**config.mk**
```make
export PLATFORM = sky130hd
export DESIGN_NAME = multi_decade_down_counter
export DESIGN_NICKNAME = d
export VERILOG_FILES = /design/src/rtl/multi_decade_down_counter_pkg.sv /design/src/rtl/multi_decade_down_counter_digit.sv /design/src/rtl/multi_decade_down_counter.sv
export SDC_FILE = /design/constraint.sdc
export NUM_CORES = 1
export LEC_CHECK = 0
export BUFFER_PORTS_ARGS = -buffer_cell sky130_fd_sc_hd__buf_2
export CELL_PAD_IN_SITES_DETAIL_PLACEMENT = 2
export CELL_PAD_IN_SITES_GLOBAL_PLACEMENT = 2
export CORE_MARGIN = 1
export CORE_UTILIZATION = 29
export CTS_CLUSTER_SIZE = 12
export DETAILED_ROUTE_END_ITERATION = 8
export GPL_TIMING_DRIVEN = 0
export PLACE_DENSITY = 0.82
export REMOVE_ABC_BUFFERS = 1
export SYNTH_ARGS = -nofsm -noshare
export SYNTH_HDL_FRONTEND = slang
export SYNTH_HIERARCHICAL = 1
export SYNTH_SLANG_ARGS = --single-unit
```
**constraint.sdc**
```tcl
create_clock -name clk -period 1.9 [get_ports clk]
set_input_delay 0.285 -clock clk [delete_from_list [all_inputs] [get_ports clk]]
set_output_delay 0.285 -clock clk [all_outputs]
set_load 0.005 [all_outputs]
```
**src/rtl/multi_decade_down_counter_pkg.sv**
```systemverilog
`default_nettype none
// +----------------------------------------------------------------------------+
// | Module   : multi_decade_down_counter_pkg                                   |
// | Purpose  : Shared BCD digit width, maximum digit value, digit type and the |
// |            preset clamp used by the three-decade down-counter.             |
// | Ports    : none (package)                                                  |
// | Revision : 1.0  initial release                                            |
// +----------------------------------------------------------------------------+
package multi_decade_down_counter_pkg;

  localparam int BCD_W = 4;
  localparam logic [BCD_W-1:0] BCD_MAX = 4'd9;

  typedef logic [BCD_W-1:0] bcd_digit_t;

  // Any non-BCD code (10..15) is forced to 9 so the counter only ever holds
  // legal decimal digits.
  function automatic bcd_digit_t clamp_bcd(input logic [BCD_W-1:0] d);
    return (d > BCD_MAX) ? BCD_MAX : d;
  endfunction

endpackage
`default_nettype wire

```
**src/rtl/multi_decade_down_counter_digit.sv**
```systemverilog
`default_nettype none
// +----------------------------------------------------------------------------+
// | Module   : bcd_down_digit                                                  |
// | Purpose  : One BCD decade that loads a digit or decrements with 0->9 wrap. |
// | Ports    : clk, reset_n (async active-low), load, d (load value),          |
// |            enable (decrement), Q (current digit), is_zero (Q == 0)         |
// | Revision : 1.0  initial release                                            |
// +----------------------------------------------------------------------------+
module bcd_down_digit
  import multi_decade_down_counter_pkg::*;
(
  input  logic       clk,
  input  logic       reset_n,
  input  logic       load,
  input  bcd_digit_t d,
  input  logic       enable,
  output bcd_digit_t Q,
  output logic       is_zero
);

  bcd_digit_t digit_q;
  bcd_digit_t digit_d;

  always_comb begin
    digit_d = digit_q;
    if (load) begin
      digit_d = d;
    end else if (enable) begin
      digit_d = (digit_q == '0) ? BCD_MAX : digit_q - 1'b1;
    end
  end

  always_ff @(posedge clk or negedge reset_n) begin
    if (!reset_n) begin
      digit_q <= '0;
    end else begin
      digit_q <= digit_d;
    end
  end

  assign Q       = digit_q;
  assign is_zero = (digit_q == '0);

endmodule
`default_nettype wire

```
**src/rtl/multi_decade_down_counter.sv**
```systemverilog
`default_nettype none
// +----------------------------------------------------------------------------+
// | Module   : multi_decade_down_counter                                       |
// | Purpose  : Loadable three-decade BCD down-counter with expiry pulse,       |
// |            optional auto-reload of the stored preset, and cascade borrow.  |
// | Ports    : clk, reset_n (async active-low), load, load_ones/tens/hundreds |
// |            (preset digits), enable (count request), ones/tens/hundreds    |
// |            (count), zero, borrow_out (comb), done, busy (registered)      |
// | Revision : 1.0  initial release                                            |
// +----------------------------------------------------------------------------+
module multi_decade_down_counter
  import multi_decade_down_counter_pkg::*;
#(
  parameter bit AUTO_RELOAD = 1'b0
) (
  input  logic             clk,
  input  logic             reset_n,
  input  logic             load,
  input  logic [BCD_W-1:0] load_ones,
  input  logic [BCD_W-1:0] load_tens,
  input  logic [BCD_W-1:0] load_hundreds,
  input  logic             enable,
  output logic [BCD_W-1:0] ones,
  output logic [BCD_W-1:0] tens,
  output logic [BCD_W-1:0] hundreds,
  output logic             zero,
  output logic             borrow_out,
  output logic             done,
  output logic             busy
);

  // Index 0 = ones, 1 = tens, 2 = hundreds.
  bcd_digit_t [2:0] load_val;
  bcd_digit_t [2:0] preset_q;
  bcd_digit_t [2:0] preset_d;
  bcd_digit_t [2:0] digit_q;
  bcd_digit_t [2:0] digit_load_val;
  logic       [2:0] stage_en;
  logic       [2:0] stage_zero;
  logic             digit_load;
  logic             count_is_one;
  logic             expire;
  logic             reload;
  logic             done_q;
  logic             done_d;
  logic             busy_q;
  logic             busy_d;

  assign load_val = {clamp_bcd(load_hundreds), clamp_bcd(load_tens), clamp_bcd(load_ones)};

  assign zero         = &stage_zero;
  assign borrow_out   = enable & zero;
  assign count_is_one = (digit_q[0] == 4'd1) & stage_zero[1] & stage_zero[2];
  assign expire       = enable & ~load & count_is_one;
  assign reload       = expire & AUTO_RELOAD;

  // Reload reuses the digits' load path so the 001 -> preset step is a single
  // edge; an external load always takes precedence over the stored preset.
  assign digit_load     = load | reload;
  assign digit_load_val = load ? load_val : preset_q;

  // Decrement chain is gated at 000 so the counter parks instead of wrapping.
  assign stage_en[0] = enable & ~zero;
  assign stage_en[1] = enable & ~zero & stage_zero[0];
  assign stage_en[2] = enable & ~zero & stage_zero[0] & stage_zero[1];

  for (genvar i = 0; i < 3; i++) begin : g_digit
    bcd_down_digit u_digit (
      .clk     (clk),
      .reset_n (reset_n),
      .load    (digit_load),
      .d       (digit_load_val[i]),
      .enable  (stage_en[i]),
      .Q       (digit_q[i]),
      .is_zero (stage_zero[i])
    );
  end

  always_comb begin
    preset_d = preset_q;
    done_d   = 1'b0;
    busy_d   = busy_q;
    if (load) begin
      preset_d = load_val;
      busy_d   = (load_val != '0);
    end else if (expire) begin
      done_d = 1'b1;
      busy_d = reload;
    end
  end

  always_ff @(posedge clk or negedge reset_n) begin
    if (!reset_n) begin
      preset_q <= '0;
      done_q   <= 1'b0;
      busy_q   <= 1'b0;
    end else begin
      preset_q <= preset_d;
      done_q   <= done_d;
      busy_q   <= busy_d;
    end
  end

  assign ones     = digit_q[0];
  assign tens     = digit_q[1];
  assign hundreds = digit_q[2];
  assign done     = done_q;
  assign busy     = busy_q;

endmodule
`default_nettype wire

```
==> metrics.md <==
| Metric | Value |
|---|---|
| WP data required | `1.62 ns` |
| Total GRT Usage | `0.1713` |
| Final hold violation count | `2` |
| Core box area | `4384 um2` |
| Total iterations of the first detailed-routing run | `4` |
| Minimum clock period | `1.932 ns` |
| Clock root buffer | `clkbuf_8` |
| Via-per-instance ratio | `about 5.0` |
| Inserted Clock Buffers | `3` |
| Adder-cell share of the synthesized area | `0` |
| Post-Syn Instances | `132` |
| Full die area | `4839 um2` |
| # rows | `24` |
| Final wirelength | `3.875 mm` |
| Share of cells above drive strength 1 | `0.4195` |
| Layout area overhead | `32.70%` |
| HPWL Detailed | `roughly 2.6 mm` |
| Cell Pwr Density | `approximately 830 nW/um2` |
| Via count | `around 1100` |
| Yosys warns | `6` |
| Final Util | `0.4007` |
| Unrepaired setup endpoints after global routing | `yes` |
| Vias in the first global route | `1205` |
| Most common cell after layout, fill and taps aside | `buf_2` |
| CTS tree | `done` |
| Diodes inserted | `0` |
| Tot Pwr | `between 1000 and 1500 uW` |
| FF+latch count, synth | `26` |
| Routability cong. | `0.7330` |
| Die H | `69.56 um` |
| Slew at the pin closest to its max-slew limit | `0.7255 ns` |
| Worst Path Arrival | `1.65 ns` |
| Final setup skew | `about 0.0074 ns` |
| DP Worst Slack | `-0.4097 ns` |
| Multi-input gate area | `704.4 um2` |
| Crit Path Class | `flip-flop to primary output` |
| First-pass GRT wire length | `roughly 6.3 mm` |
| # Max-Cap Violations | `0` |
| Largest net degree at the start of global routing | `47` |
| Initial antenna violation count | `0` |
| Max rail drop VDD | `between 0.3 and 0.4 mV` |
| Slew headroom | `0.5164` |
| Final WS setup | `-0.03167 ns` |
| Synth Area in Simple Gates | `0.2647` |
| Most frequent cells in the layout | `buf_2 (31), dfrtp_1 (19), o21ai_0 (17)` |
| Sequential Area | `659.4 um2` |
| Clock Tree Buf Depth | `2` |
| Max Fclk | `0.5177 GHz` |
| Unique masters post-synth | `26` |
| Syn avg cell area | `10.03 um2` |
| Post-synthesis mux area share | `0.04820` |
| Clock-pin transition on the worst setup and hold timing paths | `0.10 ns` |
| Filler Cells Inserted | `469` |
| Nets@finish | `about 190` |
| Grt ovf | `0` |
| Violated checks | `negative hold slack, negative setup slack` |
| Initial DRC count | `32` |
| Worst skew pair latency | `0.29 ns` |
| DIE WIDTH | `69.56 um` |
| PortBufs | `31` |
| Synth Area in XOR/XNOR | `0.03970` |
| Largest family of logic cells by synthesized area | `simple AND/OR/NAND/NOR gates` |
| Post-synthesis compound-gate area fraction | `0.1229` |
| Tcrit/Tclk final | `1.017` |
| Initial Utilization | `0.3019` |
| DR DRC count | `0` |
| Setup crit start kind | `flip-flop` |
| Mapped Area | `about 1300 um2` |
| Ports | `32` |
| Routed Antenna Nets | `0` |
| Max-slew violation count | `0` |
| Worst hold margin | `-0.003473 ns` |
| Clk sinks | `26` |
| CP endpoint kind | `primary output` |
| WL/cell | `17.15 um` |
| HP Class | `input port to async pin` |
| Hold-fix buffers at CTS | `0` |
| Final-report setup violation count | `1` |
| H-tree levels | `1` |
| Status | `finished with violations` |
| CP max FO | `4` |
| Sequential area share after synthesis | `0.4915` |
| Leak pwr | `0.0007310 uW` |
[worst max-delay path, cell delays in order (launching register included)]
cell and delay, ns:
dfrtp_2 0.45, nor4_4 0.42, and3_4 0.28, and2_1 0.12
buf_2 0.10
[cell usage after synthesis, drive strengths merged]
library cell | number | area (um2)
a31oi | 3 | 18.77
mux2i | 3 | 30.03
and3 | 1 | 6.260
dfrtp | 26 | 650.6
o21ai | 21 | 105.1
nand2b | 3 | 18.77
nand3b | 2 | 15.01
and2 | 1 | 6.260
buf | 2 | 10.01
a21oi | 6 | 30.03
mux2 | 3 | 33.78
nor4b | 3 | 45.04
inv | 9 | 33.78
nor4 | 6 | 50.04
nand2 | 15 | 56.30
nor2b | 6 | 37.54
or4b | 1 | 10.01
a311oi | 1 | 8.760
and2b | 3 | 26.28
or4bb | 1 | 11.26
nor3b | 4 | 45.05
nor2 | 6 | 22.52
xnor2 | 6 | 52.55
[cell families after synthesis]
group / Yosys count
multiplexers: 6
buffers and inverters: 11
XOR/XNOR: 6
flip-flops: 26
AO/OA/AOI/OAI: 31
AND/OR/NAND/NOR: 52
[final timing paths]
| kind | from | end | slack (ns) | depth (start not counted) |
|---|---|---|---|---|
| min | reset_n | preset_q[1] | -0.003 | 1 |
| min in group clk | load_hundreds[0] | preset_q[8] | 0.28 | 3 |
| max | g_digit[1].u_digit/Q[0] | borrow_out | -0.03 | 4 |
| max reg2reg | g_digit[1].u_digit/Q[0] | g_digit[2].u_digit/Q[2] | 0.06 | 5 |
| min reg2reg | preset_q[3] | preset_q[3] | 0.52 | 1 |
| max in group asynchronous | reset_n | g_digit[1].u_digit/Q[3] | 1.46 | 1 |
[routing by layer]
layer  global-route usage  up-vias  wire length [um]
met5                    0        -                 0
met3              0.02762        7                96
met2               0.3064       22              2046
met4              0.08844        0                93
met1               0.1952      560              1639
li1                     -      543                 -
[registers in the layout (all words and copies together), names as in the netlist]
register           cells
busy                   1
done                   1
g_digit.u_digit/Q     12
preset_q              12
[through the flow]
stage | std cells | setup TNS, ns | cell area (um2)
finish | 226 | -0.03167 | 1757
global route | 226 | -0.2838 | 1757
floorplan | 130 | 0 | 1314
CTS | 220 | -0.0005655 | 1689
global placement | 213 | -0.6195 | 1534
detailed placement | 213 | -2.224 | 1534
[layout make-up]
class,count,area share
clock buffers,3,0.02350
clock inverters,1,0.01709
inverters,9,0.01923
multi-input cells,95,0.4010
flip-flops and latches,26,0.3754
well taps,52,0.03704
repair buffers,40,0.1268
[timing repair]
action,4_1_cts,5_1_grt
pin swaps,5,2
buffers inserted,3,6
setup endpoints to repair,14,9
resized for setup,12,9
endpoints found under the hold margin,0,0
gates cloned,0,0
[power by group]
| group | switching, uW | internal [uW] |
|---|---|---|
| clock | 195 | 283 |
| combinational | 145 | 147 |
| sequential | 75.6 | 612 |
No activity file was read; power rests on OpenSTA's default activity.
